`config.mk`:
```
export PLATFORM = sky130hd
export DESIGN_NAME = pipe_stage_reg_flat
export DESIGN_NICKNAME = d
export VERILOG_FILES = /design/src/rtl/pipe_stage_reg_if.sv /design/src/rtl/pipe_stage_reg.sv /design/src/flat_wrapper.sv
export SDC_FILE = /design/constraint.sdc
export NUM_CORES = 1
export LEC_CHECK = 0
export BUFFER_PORTS_ARGS = -buffer_cell sky130_fd_sc_hd__clkbuf_2
export CORE_AREA = 2 2 139 141
export DETAILED_ROUTE_END_ITERATION = 10
export DIE_AREA = 0 0 141 143
export GPL_ROUTABILITY_DRIVEN = 0
export PLACE_DENSITY = 0.66
export SLEW_MARGIN = 25
export SYNTH_ARGS = -nofsm -noshare
export SYNTH_HDL_FRONTEND = slang
export SYNTH_SLANG_ARGS = --single-unit
```
`constraint.sdc`:
```
create_clock -name clk -period 9.1 [get_ports clk]
set_input_delay 1.82 -clock clk [delete_from_list [all_inputs] [get_ports clk]]
set_output_delay 1.82 -clock clk [all_outputs]
set_load 0.02 [all_outputs]
```
`src/rtl/pipe_stage_reg_if.sv`:
```
// rtl/pipe_stage_reg_if.sv - hazard-control, data and status bundle of one Y86-64 pipeline stage register
//
// Purpose: groups every non-clock/reset signal of pipe_stage_reg so that a
// stage can be wired up with a single connection.
//
// Parameters (must match the attached pipe_stage_reg):
//   PAYLOAD_W  width of the packed payload bundle
//   CNT_W      performance counter width
//
// Signals:
//   stall, bubble                     hazard-unit controls into the register
//   in_stat, in_icode, in_payload     upstream stage values
//   out_stat, out_icode, out_payload  registered stage values
//   out_valid                         1 = real instruction, 0 = bubble
//   frozen, ctrl_err                  sticky status flags
//   stall_cnt, bubble_cnt             performance counters
//
// Modports:
//   master  upstream/hazard side: drives controls and inputs, observes outputs
//   slave   the register itself
interface pipe_stage_reg_if #(
  parameter int PAYLOAD_W = 137,
  parameter int CNT_W     = 32
);
  logic                 stall;
  logic                 bubble;
  logic [2:0]           in_stat;
  logic [3:0]           in_icode;
  logic [PAYLOAD_W-1:0] in_payload;
  logic [2:0]           out_stat;
  logic [3:0]           out_icode;
  logic [PAYLOAD_W-1:0] out_payload;
  logic                 out_valid;
  logic                 frozen;
  logic                 ctrl_err;
  logic [CNT_W-1:0]     stall_cnt;
  logic [CNT_W-1:0]     bubble_cnt;

  modport master (
    output stall, bubble, in_stat, in_icode, in_payload,
    input  out_stat, out_icode, out_payload, out_valid, frozen, ctrl_err,
           stall_cnt, bubble_cnt
  );

  modport slave (
    input  stall, bubble, in_stat, in_icode, in_payload,
    output out_stat, out_icode, out_payload, out_valid, frozen, ctrl_err,
           stall_cnt, bubble_cnt
  );
endinterface

```
`src/rtl/pipe_stage_reg.sv`:
```
// rtl/pipe_stage_reg.sv - parametrised Y86-64 pipeline stage register with stall/bubble control
//
// Purpose: one reusable F/D/E/M/W pipeline register. Carries a stat/icode
// header plus a packed payload, obeys hazard-unit stall/bubble, and can
// optionally freeze once an exception status has been captured.
//
// Optional build macro: PIPE_STAGE_PERF_CNT_EN enables the saturating
// stall/bubble performance counters; when undefined they read as 0 and no
// counter flops exist.
//
// Ports:
//   clk  rising-edge clock
//   rst  asynchronous active-high reset
//   bus  pipe_stage_reg_if.slave:
//          stall/bubble, in_stat/in_icode/in_payload       (inputs)
//          out_stat/out_icode/out_payload/out_valid         (registered)
//          frozen, ctrl_err, stall_cnt, bubble_cnt          (registered)
//
// Edge priority: frozen hold > bubble > stall hold > load.
module pipe_stage_reg #(
  parameter int                   PAYLOAD_W      = 137,
  parameter logic [PAYLOAD_W-1:0] BUBBLE_PAYLOAD = {PAYLOAD_W{1'b0}},
  parameter logic [2:0]           STAT_BUB       = 3'd0,
  parameter logic [2:0]           STAT_AOK       = 3'd1,
  parameter logic [3:0]           ICODE_NOP      = 4'h1,
  parameter bit                   FREEZE_ON_EXC  = 1'b0,
  parameter int                   CNT_W          = 32
) (
  input logic             clk,
  input logic             rst,
  pipe_stage_reg_if.slave bus
);

  logic [2:0]           stat_q;
  logic [3:0]           icode_q;
  logic [PAYLOAD_W-1:0] payload_q;
  logic                 valid_q;
  logic                 frozen_q;
  logic                 ctrl_err_q;

  // Main contents. A frozen register ignores the hazard unit entirely.
  always_ff @(posedge clk or posedge rst) begin
    if (rst) begin
      stat_q    <= STAT_BUB;
      icode_q   <= ICODE_NOP;
      payload_q <= BUBBLE_PAYLOAD;
      valid_q   <= 1'b0;
    end else if (!frozen_q) begin
      if (bus.bubble) begin
        stat_q    <= STAT_BUB;
        icode_q   <= ICODE_NOP;
        payload_q <= BUBBLE_PAYLOAD;
        valid_q   <= 1'b0;
      end else if (!bus.stall) begin
        stat_q    <= bus.in_stat;
        icode_q   <= bus.in_icode;
        payload_q <= bus.in_payload;
        valid_q   <= 1'b1;
      end
    end
  end

  // Simultaneous stall+bubble is a hazard-unit bug; remember it until reset.
  always_ff @(posedge clk or posedge rst) begin
    if (rst) begin
      ctrl_err_q <= 1'b0;
    end else if (!frozen_q && bus.bubble && bus.stall) begin
      ctrl_err_q <= 1'b1;
    end
  end

  // Sticky freeze: only a real load of an exception stat (not AOK, not a
  // bubble marker) sets it, so the faulting instruction stays visible.
  generate
    if (FREEZE_ON_EXC) begin : g_freeze
      logic load_exc;
      assign load_exc = !bus.bubble && !bus.stall &&
                        (bus.in_stat != STAT_AOK) && (bus.in_stat != STAT_BUB);

      always_ff @(posedge clk or posedge rst) begin
        if (rst) begin
          frozen_q <= 1'b0;
        end else if (!frozen_q && load_exc) begin
          frozen_q <= 1'b1;
        end
      end
    end else begin : g_no_freeze
      assign frozen_q = 1'b0;
    end
  endgenerate

`ifdef PIPE_STAGE_PERF_CNT_EN
  logic [CNT_W-1:0] stall_cnt_q;
  logic [CNT_W-1:0] bubble_cnt_q;
  logic             stall_hit;
  logic             bubble_hit;

  // Counted events mirror the priority: a bubble edge is never a stall edge.
  assign bubble_hit = !frozen_q && bus.bubble;
  assign stall_hit  = !frozen_q && !bus.bubble && bus.stall;

  always_ff @(posedge clk or posedge rst) begin
    if (rst) begin
      stall_cnt_q  <= '0;
      bubble_cnt_q <= '0;
    end else begin
      if (stall_hit && (stall_cnt_q != {CNT_W{1'b1}})) begin
        stall_cnt_q <= stall_cnt_q + CNT_W'(1);
      end
      if (bubble_hit && (bubble_cnt_q != {CNT_W{1'b1}})) begin
        bubble_cnt_q <= bubble_cnt_q + CNT_W'(1);
      end
    end
  end

  assign bus.stall_cnt  = stall_cnt_q;
  assign bus.bubble_cnt = bubble_cnt_q;
`else
  assign bus.stall_cnt  = '0;
  assign bus.bubble_cnt = '0;
`endif

  assign bus.out_stat    = stat_q;
  assign bus.out_icode   = icode_q;
  assign bus.out_payload = payload_q;
  assign bus.out_valid   = valid_q;
  assign bus.frozen      = frozen_q;
  assign bus.ctrl_err    = ctrl_err_q;

endmodule
```
`src/flat_wrapper.sv`:
```
// flat-port wrapper written by rule: the top's interface ports become plain ports
module pipe_stage_reg_flat 
#(
  parameter int                   PAYLOAD_W      = 137,
  parameter logic [PAYLOAD_W-1:0] BUBBLE_PAYLOAD = {PAYLOAD_W{1'b0}},
  parameter logic [2:0]           STAT_BUB       = 3'd0,
  parameter logic [2:0]           STAT_AOK       = 3'd1,
  parameter logic [3:0]           ICODE_NOP      = 4'h1,
  parameter bit                   FREEZE_ON_EXC  = 1'b0,
  parameter int                   CNT_W          = 32
)
  (clk, rst, bus_stall, bus_bubble, bus_in_stat, bus_in_icode, bus_in_payload, bus_out_stat, bus_out_icode, bus_out_payload, bus_out_valid, bus_frozen, bus_ctrl_err, bus_stall_cnt, bus_bubble_cnt);
  pipe_stage_reg_if #(.PAYLOAD_W(PAYLOAD_W), .CNT_W(CNT_W)) bus_i ();
  input logic clk;
  input logic rst;
  input wire logic [$bits(bus_i.stall)-1:0] bus_stall;
  input wire logic [$bits(bus_i.bubble)-1:0] bus_bubble;
  input wire logic [$bits(bus_i.in_stat)-1:0] bus_in_stat;
  input wire logic [$bits(bus_i.in_icode)-1:0] bus_in_icode;
  input wire logic [$bits(bus_i.in_payload)-1:0] bus_in_payload;
  output wire logic [$bits(bus_i.out_stat)-1:0] bus_out_stat;
  output wire logic [$bits(bus_i.out_icode)-1:0] bus_out_icode;
  output wire logic [$bits(bus_i.out_payload)-1:0] bus_out_payload;
  output wire logic [$bits(bus_i.out_valid)-1:0] bus_out_valid;
  output wire logic [$bits(bus_i.frozen)-1:0] bus_frozen;
  output wire logic [$bits(bus_i.ctrl_err)-1:0] bus_ctrl_err;
  output wire logic [$bits(bus_i.stall_cnt)-1:0] bus_stall_cnt;
  output wire logic [$bits(bus_i.bubble_cnt)-1:0] bus_bubble_cnt;
  assign bus_i.stall = bus_stall;
  assign bus_i.bubble = bus_bubble;
  assign bus_i.in_stat = bus_in_stat;
  assign bus_i.in_icode = bus_in_icode;
  assign bus_i.in_payload = bus_in_payload;
  assign bus_out_stat = bus_i.out_stat;
  assign bus_out_icode = bus_i.out_icode;
  assign bus_out_payload = bus_i.out_payload;
  assign bus_out_valid = bus_i.out_valid;
  assign bus_frozen = bus_i.frozen;
  assign bus_ctrl_err = bus_i.ctrl_err;
  assign bus_stall_cnt = bus_i.stall_cnt;
  assign bus_bubble_cnt = bus_i.bubble_cnt;
  pipe_stage_reg #(.PAYLOAD_W(PAYLOAD_W), .BUBBLE_PAYLOAD(BUBBLE_PAYLOAD), .STAT_BUB(STAT_BUB), .STAT_AOK(STAT_AOK), .ICODE_NOP(ICODE_NOP), .FREEZE_ON_EXC(FREEZE_ON_EXC), .CNT_W(CNT_W)) u_core (.clk(clk), .rst(rst), .bus(bus_i));
endmodule
```
==> out/results.ini <==
[pwr]
switchingPower_uw=445
p_leak_uw=0.00487
p_per_area_nw_per_um2=204
power_uw=1700
seqPwrFrac_pct=41.5
vdd_ir_drop_max_v=0.000117
clkPwrFrac_pct=44.4
power_switching_share_pct=26.2
power.internal_uw=1260
combPwrFrac_pct=14.1

[critical_path]
timing.rr.start=u_core.bus.out_payload[83]$_DFFE_PP0P_
required_ns=9.36
end_kind=flop
path_max_fanout=87
crit_path_start_kind=input port
r2r_end=u_core.bus.out_payload[83]$_DFFE_PP0P_
crit_type=in2reg
reg2reg_depth=2
cp.arrival_ns=3.86
reg2reg_slack_ns=8.32

[min_path]
hold_depth=1
hold_path.class=reg2reg
hp-start=u_core.bus.ctrl_err$_DFFE_PP0P_
min_to=u_core.bus.ctrl_err$_DFFE_PP0P_

[routing]
wl_per_cell_um=13.5
ant_nets=0
drt_iter0_markers=220
drc_errors=0
vias=4581
wirelength_um=14400
drt_pass1_iterations=4
vias_per_cell=4.30

[global_route]
grt_util_all_layers_pct=14.2
grt_pass1_vias=4541
grt_max_degree=88
antenna_found_initial=0
grt_pass1_wl_um=22700
grt.overflow.total=0

[synthesis]
ys_seq_area_share_pct=56.0
ys_seq_elements=146
async_flop_share_pct=100
synthesis.area_um2=6520
syn_avg_cell_area_um2=12.2
synth_most_common_cell=dfrtp_1
synth_edf_count=0
synth.area.top_cells=dfrtp_1 (56%), mux2i_1 (22%), nor2_1 (8.2%), buf_4 (7.5%), buf_12 (4.3%)
synth.distinct_cells=16
synth.top_cells.by_count=dfrtp_1 (145), mux2i_1 (143), nor2_1 (143)
synth_top_area_share_pct=55.6
synthCells=536
synth_ff_type=dfrtp_1
yosys_warnings=0
yosysTopAreaCell=dfrtp_1

[floorplanning]
core_um2=18600
start_util_pct=35.1
die_x_um=141
die_h_um=143
die_area_um2=20200
rows=50
pin_count=359

[final_layout]
utilization_pct=44.9
num-nets-final=966
post-route-cell-area_um2=8350
final_layout_size_suffix_gt1_share_pct=39.7
synthToLayoutAreaGrowth_pct=28.0
diodes=0

[clock_network]
cts_resized=0
cts_made_buffers=17
post_cts_buffers=0
clockBufferDepth=2
clkTransAtPathRegs_ns=0.06
clkLatencyLatePin_ns=0.41
cts_tree=built
root_buffer=clkbuf_16
holdBufCountCts=0
cts.htree.levels=4
cts_sinks=146

[place]
port_buffers=293
hpwl_um=10100
dpl_cell_area_um2=7700

[sta]
hold_ws_ns=0.468
maxSlewHeadroom_pct=31.0
setup_viol=0
worst_slew_pin_slew_ns=1.03
rsz0062_at_grt=no
fin_skew_ns=0
period_share_pct=39.6
setup_tns_ns=0
fmaxAchievable_ghz=0.277
hold_viol=0
period_minus_slack_ns=3.61
finalMaxSlewViolations=0

[run]
cap_viol_max_count=0

[status]
outcome=finished clean

## logic make-up after synthesis
logic type,after synthesis,share of synthesized area (%)
AOI/OAI and AO/OA,3,0.326
buffers and inverters,99,13.3
DFF,146,56.0
muxes,143,21.9
other,1,0.0575
and+or+nand+nor,144,8.38
## per-stage QoR
stage | std cells | setup WS, ns
floorplan | 600 | 3.36
global placement | 1033 | 5.05
detailed placement | 1033 | 5.04
CTS | 1065 | 5.47
global route | 1065 | 5.35
finish | 1065 | 5.49
## cell type report
class,instances,area [µm²]
Sequential cell,146,3650
Multi-Input combinational cell,355,2240
Fill cell,1804,10200
Inverter,2,12.5
Clock inverter,11,173
Timing Repair Buffer,296,1500
Clock buffer,21,470
Tap cell,234,293
## worst max-delay path: stages
cell     delay (ns)
buf_6          0.70
buf_4          0.93
mux2i_1        0.29
nor2_1         0.06
## flip-flops by register name, summed over array words and instances (netlist names)
signal,cells
u_core.bus.out_stat,3
u_core.bus.out_payload,137
u_core.bus.out_icode,4
u_core.bus.out_valid,1
u_core.bus.ctrl_err,1
## power by group through the flow
stage          Clock (µW)  Sequential (µW)  Combinational, µW
6_report              755              706                240
5_1_grt               810              710                263
4_1_cts               776              706                244
3_5_place_dp            0              717                244
3_3_place_gp            0              717                242
2_1_floorplan           0              762                144
## layout by cell type, fill, tap and decap left out
cell,n
clkinv_2,2
clkbuf_2,291
buf_6,2
a21o_1,1
dfrtp_1,145
and2b_4,1
clkbuf_1,1
nor2_1,143
a211o_1,1
bufinv_16,4
buf_4,3
inv_1,1
inv_6,4
a21oi_1,1
mux2i_1,143
conb_1,65
clkinv_4,1
dfstp_2,1
clkbuf_8,3
clkinvlp_4,1
clkbuf_16,17
## per-layer routing
layer,up-vias,track usage [%],routed length (µm)
met4,0,6.11,314
met5,-,0,0
met3,23,4.29,870
met2,195,23.3,6990
li1,2189,-,-
met1,2174,17.5,6200
## worst max path at each step
stage	end	start	slack, ns	cells past startpoint
2_1_floorplan	u_core.bus.ctrl_err$_DFFE_PP0P_	rst	3.36	1
3_3_place_gp	u_core.bus.out_payload[131]$_DFFE_PP0P_	bus_stall	5.05	4
3_5_place_dp	u_core.bus.out_payload[131]$_DFFE_PP0P_	bus_stall	5.04	4
4_1_cts	u_core.bus.out_payload[32]$_DFFE_PP0P_	bus_stall	5.47	4
5_1_grt	u_core.bus.out_payload[29]$_DFFE_PP0P_	bus_stall	5.35	4
6_report	u_core.bus.out_payload[131]$_DFFE_PP0P_	bus_stall	5.49	4
Note: power is estimated with default switching activity, not from simulation.
